--- src/rtl/fetch_unit.sv ---
// fetch_unit: instruction fetch stage with PC, fetch queue, redirect and HALT handling
// Ports: clk, rst_n (async active-low); pc_o/inst_i to the combinational instr_mem;
// dec_valid_o/dec_inst_o/dec_pc_o/dec_ready_i queue head to decode; redirect_i/redirect_pc_i
// taken-branch redirect from execute; halted_o high while fetch is stopped after a HALT.
module fetch_unit #(
    parameter int              FQ_DEPTH = 2,
    parameter logic [31:0]     RESET_PC = 32'd0,
    parameter int              WIDTH    = 32,
    parameter int              OPC_W    = 5,
    parameter logic [OPC_W-1:0] HALT_OPC = '1
) (
    input  logic             clk,
    input  logic             rst_n,
    output logic [31:0]      pc_o,
    input  logic [WIDTH-1:0] inst_i,
    output logic             dec_valid_o,
    output logic [WIDTH-1:0] dec_inst_o,
    output logic [31:0]      dec_pc_o,
    input  logic             dec_ready_i,
    input  logic             redirect_i,
    input  logic [31:0]      redirect_pc_i,
    output logic             halted_o
);
    localparam int AW = $clog2(FQ_DEPTH);
    localparam logic [AW:0] FULL_CNT = FQ_DEPTH[AW:0];
    typedef enum logic {RUN, HALTED} state_t;
    state_t state, state_nxt;
    logic [31:0] pc;
    logic [WIDTH-1:0] inst_q [FQ_DEPTH];
    logic [31:0] pc_q [FQ_DEPTH];
    logic [AW-1:0] rd_ptr, wr_ptr;
    logic [AW:0] count;
    logic pop, fire, full;
    assign full        = count == FULL_CNT;
    assign pop         = dec_valid_o & dec_ready_i;
    // a pop in the same cycle frees a slot, so a full queue still sustains one word per cycle
    assign fire        = (state == RUN) & (~full | pop) & ~redirect_i;
    assign pc_o        = pc;
    assign dec_valid_o = count != '0;
    assign dec_inst_o  = inst_q[rd_ptr];
    assign dec_pc_o    = pc_q[rd_ptr];
    assign halted_o    = state == HALTED;
    // opcode is only inspected when firing, so an X on inst_i outside a fetch cannot leak in
    always_comb
        state_nxt = redirect_i ? RUN :
                    (fire && inst_i[WIDTH-1 -: OPC_W] == HALT_OPC) ? HALTED : state;
    always_ff @(posedge clk or negedge rst_n)
        if (!rst_n) state <= RUN;
        else        state <= state_nxt;
    always_ff @(posedge clk or negedge rst_n) begin
        if (!rst_n) begin
            pc     <= RESET_PC;
            rd_ptr <= '0;
            wr_ptr <= '0;
            count  <= '0;
        end else if (redirect_i) begin
            pc     <= redirect_pc_i;
            rd_ptr <= '0;
            wr_ptr <= '0;
            count  <= '0;
        end else begin
            if (fire) begin
                pc     <= pc + 32'd1;
                wr_ptr <= wr_ptr + AW'(1);
            end
            if (pop) rd_ptr <= rd_ptr + AW'(1);
            count <= count + {{AW{1'b0}}, fire} - {{AW{1'b0}}, pop};
        end
    end
    always_ff @(posedge clk)
        if (fire) begin
            inst_q[wr_ptr] <= inst_i;
            pc_q[wr_ptr]   <= pc;
        end
endmodule

--- config.mk ---
export PLATFORM = sky130hd
export DESIGN_NAME = fetch_unit
export DESIGN_NICKNAME = d
export VERILOG_FILES = /design/src/rtl/fetch_unit.sv
export SDC_FILE = /design/constraint.sdc
export NUM_CORES = 1
export LEC_CHECK = 0
export BUFFER_PORTS_ARGS = -buffer_cell sky130_fd_sc_hd__buf_2
export CORE_AREA = 2 2 113 115
export CTS_CLUSTER_SIZE = 16
export DETAILED_ROUTE_END_ITERATION = 12
export DIE_AREA = 0 0 115 117
export HOLD_SLACK_MARGIN = 0.05
export PLACE_DENSITY = 0.92
export SKIP_CTS_REPAIR_TIMING = 1
export SLEW_MARGIN = 20
export SYNTH_ARGS = -nofsm -noshare
export SYNTH_HDL_FRONTEND = slang
export SYNTH_SLANG_ARGS = --single-unit
--- constraint.sdc ---
create_clock -name clk -period 7.7 [get_ports clk]
set_clock_uncertainty 0.05 [all_clocks]
set_input_delay 1.54 -clock clk [delete_from_list [all_inputs] [get_ports clk]]
set_output_delay 1.54 -clock clk [all_outputs]
set_load 0.03 [all_outputs]
==> metrics.md <==
| Metric | Value |
|---|---|
| Pwr Density | 337 nW/um^2 |
| Detailed Route WL | 13900 um |
| Seq. cell area | 4770 sq um |
| HPWL after detailed placement | 9080 um |
| Lkg Pwr | 3.27 nW |
| Part of the power in registers | 41.9% |
| Overall Power | 2.83 mW |
| Synth Register Bits | 165 |
| Post-Syn Area | 6780 sq um |
| Rel. slew slack | 41.7% |
| # IOs | 166 |
| Worst skew pair latency | 420 ps |
| Proportion of layout cells with a drive suffix above 1 | 45.8% |
| Final-report setup violation count | 0 |
| Fin util | 68.3% |
| Cell row count | 41 |
| Die width | 115 um |
| Sw Pwr | 0.895 mW |
| Internal power | 1.94 mW |
| FMAX | 251 MHz |
| # clock sinks | 165 |
| Die area | 13500 sq um |
| Grt total ovfl | 0 |
| Reg2reg setup slack | 5430 ps |
| CTS Buffer Depth | 2 |
| RSZ-0062 raised after global routing | no |
| # diodes | 0 |
| Area of the multi-input gates | 1920 sq um |
| Initial DRC Count | 294 |
| CP max-delay cell | dfrtp_2 |
| FILL cells | 842 |
| Largest net degree at the start of global routing | 72 |
| CP top delay family | flip-flops |
| Final #Nets | 676 |
| Gpl congestion | 0.802 |
| Startpoint types | register |
| Vias in the first global route | 4217 |
| Initial antenna violation count | 0 |
| CP cell instances | buf_4 -> mux2_2 -> buf_2 |
| Tightest Pin Transition | 875 ps |
| Drt pass-1 iters | 5 |
| Pre-CTS setup slack | 3900 ps |
| Area Growth Syn to Fin | 23.9% |
| Critical Path Start | rd_ptr |
| Sequential-to-total area share from yosys stat | 70.3% |
| Syn Nets | 507 |
| Slew Limit Fails | 0 |
| Tmin final | 3990 ps |
| Routed Antenna Nets | 0 |
| Final Cell Area | 8410 sq um |
| CTS tree | built |
| Overall Global Routing Usage | 21.2% |
| Post-Synthesis Cells | 436 |
| Vias | 4189 |
| Initial Utilization | 55.1% |
| DR WL/cell | 18.1 um |
| Critical Path RT | 6110 ps |
| Clk network pwr share | 32.5% |
| Setup TNS | 0 ps |
| Port bufs | 165 |
| WP data arrival | 2400 ps |
| CP Buf/Inv Count | 2 |
| Critical path type | reg2out |
| Ys Warns | 0 |
| Syn_area_per_cell | 15.6 sq um |
| Maximum vdd drop | 0.143 mV |
| Min-delay src | pc_o[31] |
| Sw Share | 31.6% |
| HP Class | reg2reg |
| Part of the cycle the worst path needs | 51.8% |
| Worst reg-to-reg path cell count | 4 |
| Post-DP Area | 7760 sq um |
| Critical R2R Launch | count[1] |
| H-tree levels | 4 |
| Reg-to-reg endpoint | inst_q[1][19] |
| Setup crit end kind | primary output |
| Core ar. | 12300 sq um |
| Gate power share | 25.6% |
| Post-route DRC | 0 |
| MaxCap Viol Count | 0 |
| Outcome | complete, no violations |
| Final Hold Viols | 0 |
| First-pass GRT wire length | 21400 um |
| Hold path cells | 0 |
| Num CTS Buffers | 17 |
| Hold EP | pc_q[0][31] |
| Clk pin slew, worst setup/hold paths | 60 ps |
| Final worst setup slack | 3710 ps |
| CP max stage delay | 830 ps |
| Root Driver | clkbuf_16 |
| Worst Path Max Fanout | 34 |
| Via/cell ratio | 5.45 |
| Die Ht | 117 um |
| Synth unique cells | 43 |
-- flip-flops by register name, summed over array words and instances (netlist names) --
signal and cells:
inst_q 64, pc_q 64, pc_o 32, count 2, halted_o 1, rd_ptr 1
wr_ptr 1
-- power groups by stage --
stage | combinational (mW) | clock [mW] | sequential [mW]
2_1_floorplan | 0.512 | 0 | 1.21
3_3_place_gp | 0.717 | 0 | 1.19
3_5_place_dp | 0.728 | 0 | 1.21
4_1_cts | 0.734 | 0.932 | 1.19
5_1_grt | 0.774 | 0.971 | 1.20
6_report | 0.725 | 0.920 | 1.19
-- area by class of cell --
type / count / share of cell area, %
clock buffer: 18 / 5.10
tap: 150 / 2.23
sequential: 165 / 56.7
multi-input combinational: 247 / 22.9
inverter: 5 / 0.223
timing repair buffer: 169 / 10.2
clock inverter: 14 / 2.63
-- kinds of logic (layout without fill, tap and decap cells) --
group	Yosys count	in the layout	share of synthesized area (%)
mux	65	65	10.8
xor+xnor	33	33	4.26
compound gates	34	34	2.62
flops	165	165	70.3
fa+ha+maj	3	3	0.553
buf+inv	24	206	1.55
simple gates	112	112	9.94
-- worst register-to-register path, delay by kind of cell, from the launching register on --
family / cells / cell delay, ps
AND/OR/NAND/NOR: 3 / 720
buffers and inverters: 1 / 640
flip-flops: 1 / 400
-- worst max-delay path by stage --
stage | end | slack (ps) | depth (start not counted)
2_1_floorplan | inst_q[0][0] | 2520 | 2
3_3_place_gp | inst_q[1][4] | 3980 | 5
3_5_place_dp | inst_q[1][25] | 3900 | 5
4_1_cts | dec_pc_o[16] | 3650 | 3
5_1_grt | dec_pc_o[16] | 3580 | 3
6_report | dec_inst_o[31] | 3710 | 3
-- synthesized netlist by cell type --
cell type	count	area (sq um)
a21oi_1	1	5.00
a22oi_1	1	7.51
a31oi_1	1	6.26
and2_1	5	31.3
and3_1	3	18.8
and3b_1	1	8.76
and4_1	5	43.8
and4_4	1	11.3
and4b_1	1	10.0
buf_2	3	15.0
buf_4	1	7.51
buf_6	1	11.3
clkbuf_1	14	52.6
dfrtp_1	37	926
edfxtp_1	128	3840
ha_1	3	37.5
inv_1	5	18.8
mux2_2	64	721
mux2i_1	1	10.0
nand2_1	44	165
nand2b_1	1	6.26
nand3_1	11	55.1
nand3_2	1	10.0
nand3_4	1	17.5
nand4_1	6	37.5
nand4_2	1	12.5
nor2_1	10	37.5
nor2b_1	2	12.5
nor3_1	2	10.0
nor3_4	1	16.3
nor3b_1	1	7.51
nor4_1	1	6.26
nor4_2	9	113
nor4b_2	1	15.0
o21ai_0	8	40.0
o21ai_1	22	110
o31a_1	1	8.76
or2_2	1	6.26
or3_1	1	6.26
or3b_1	1	8.76
or4_1	1	7.51
xnor2_1	20	175
xor2_1	13	114
-- through the flow --
stage	hold slack [ps]	cells
floorplan	482	436
global placement	428	736
detailed placement	428	736
CTS	443	768
global route	472	768
finish	439	768
-- metal layers --
layer	share of wire, %	track usage, %
met1	42	26.6
met2	51	35.6
met3	4.9	4.74
met4	2.2	9.88
met5	0	0
-- cells in the final DEF (no fill, tap or decap), types with 5 or more instances in the layout --
cell type / count
and2_1: 5
nand2_1: 44
and4_1: 5
o21ai_1: 22
inv_1: 5
buf_2: 165
nor4_2: 9
o21ai_0: 8
edfxtp_1: 128
nand4_1: 6
mux2_2: 64
bufinv_16: 5
xor2_1: 13
nor2_1: 8
dfrtp_1: 36
clkbuf_16: 17
nand3_1: 11
xnor2_1: 20
Note: power is estimated with default switching activity, not from simulation.
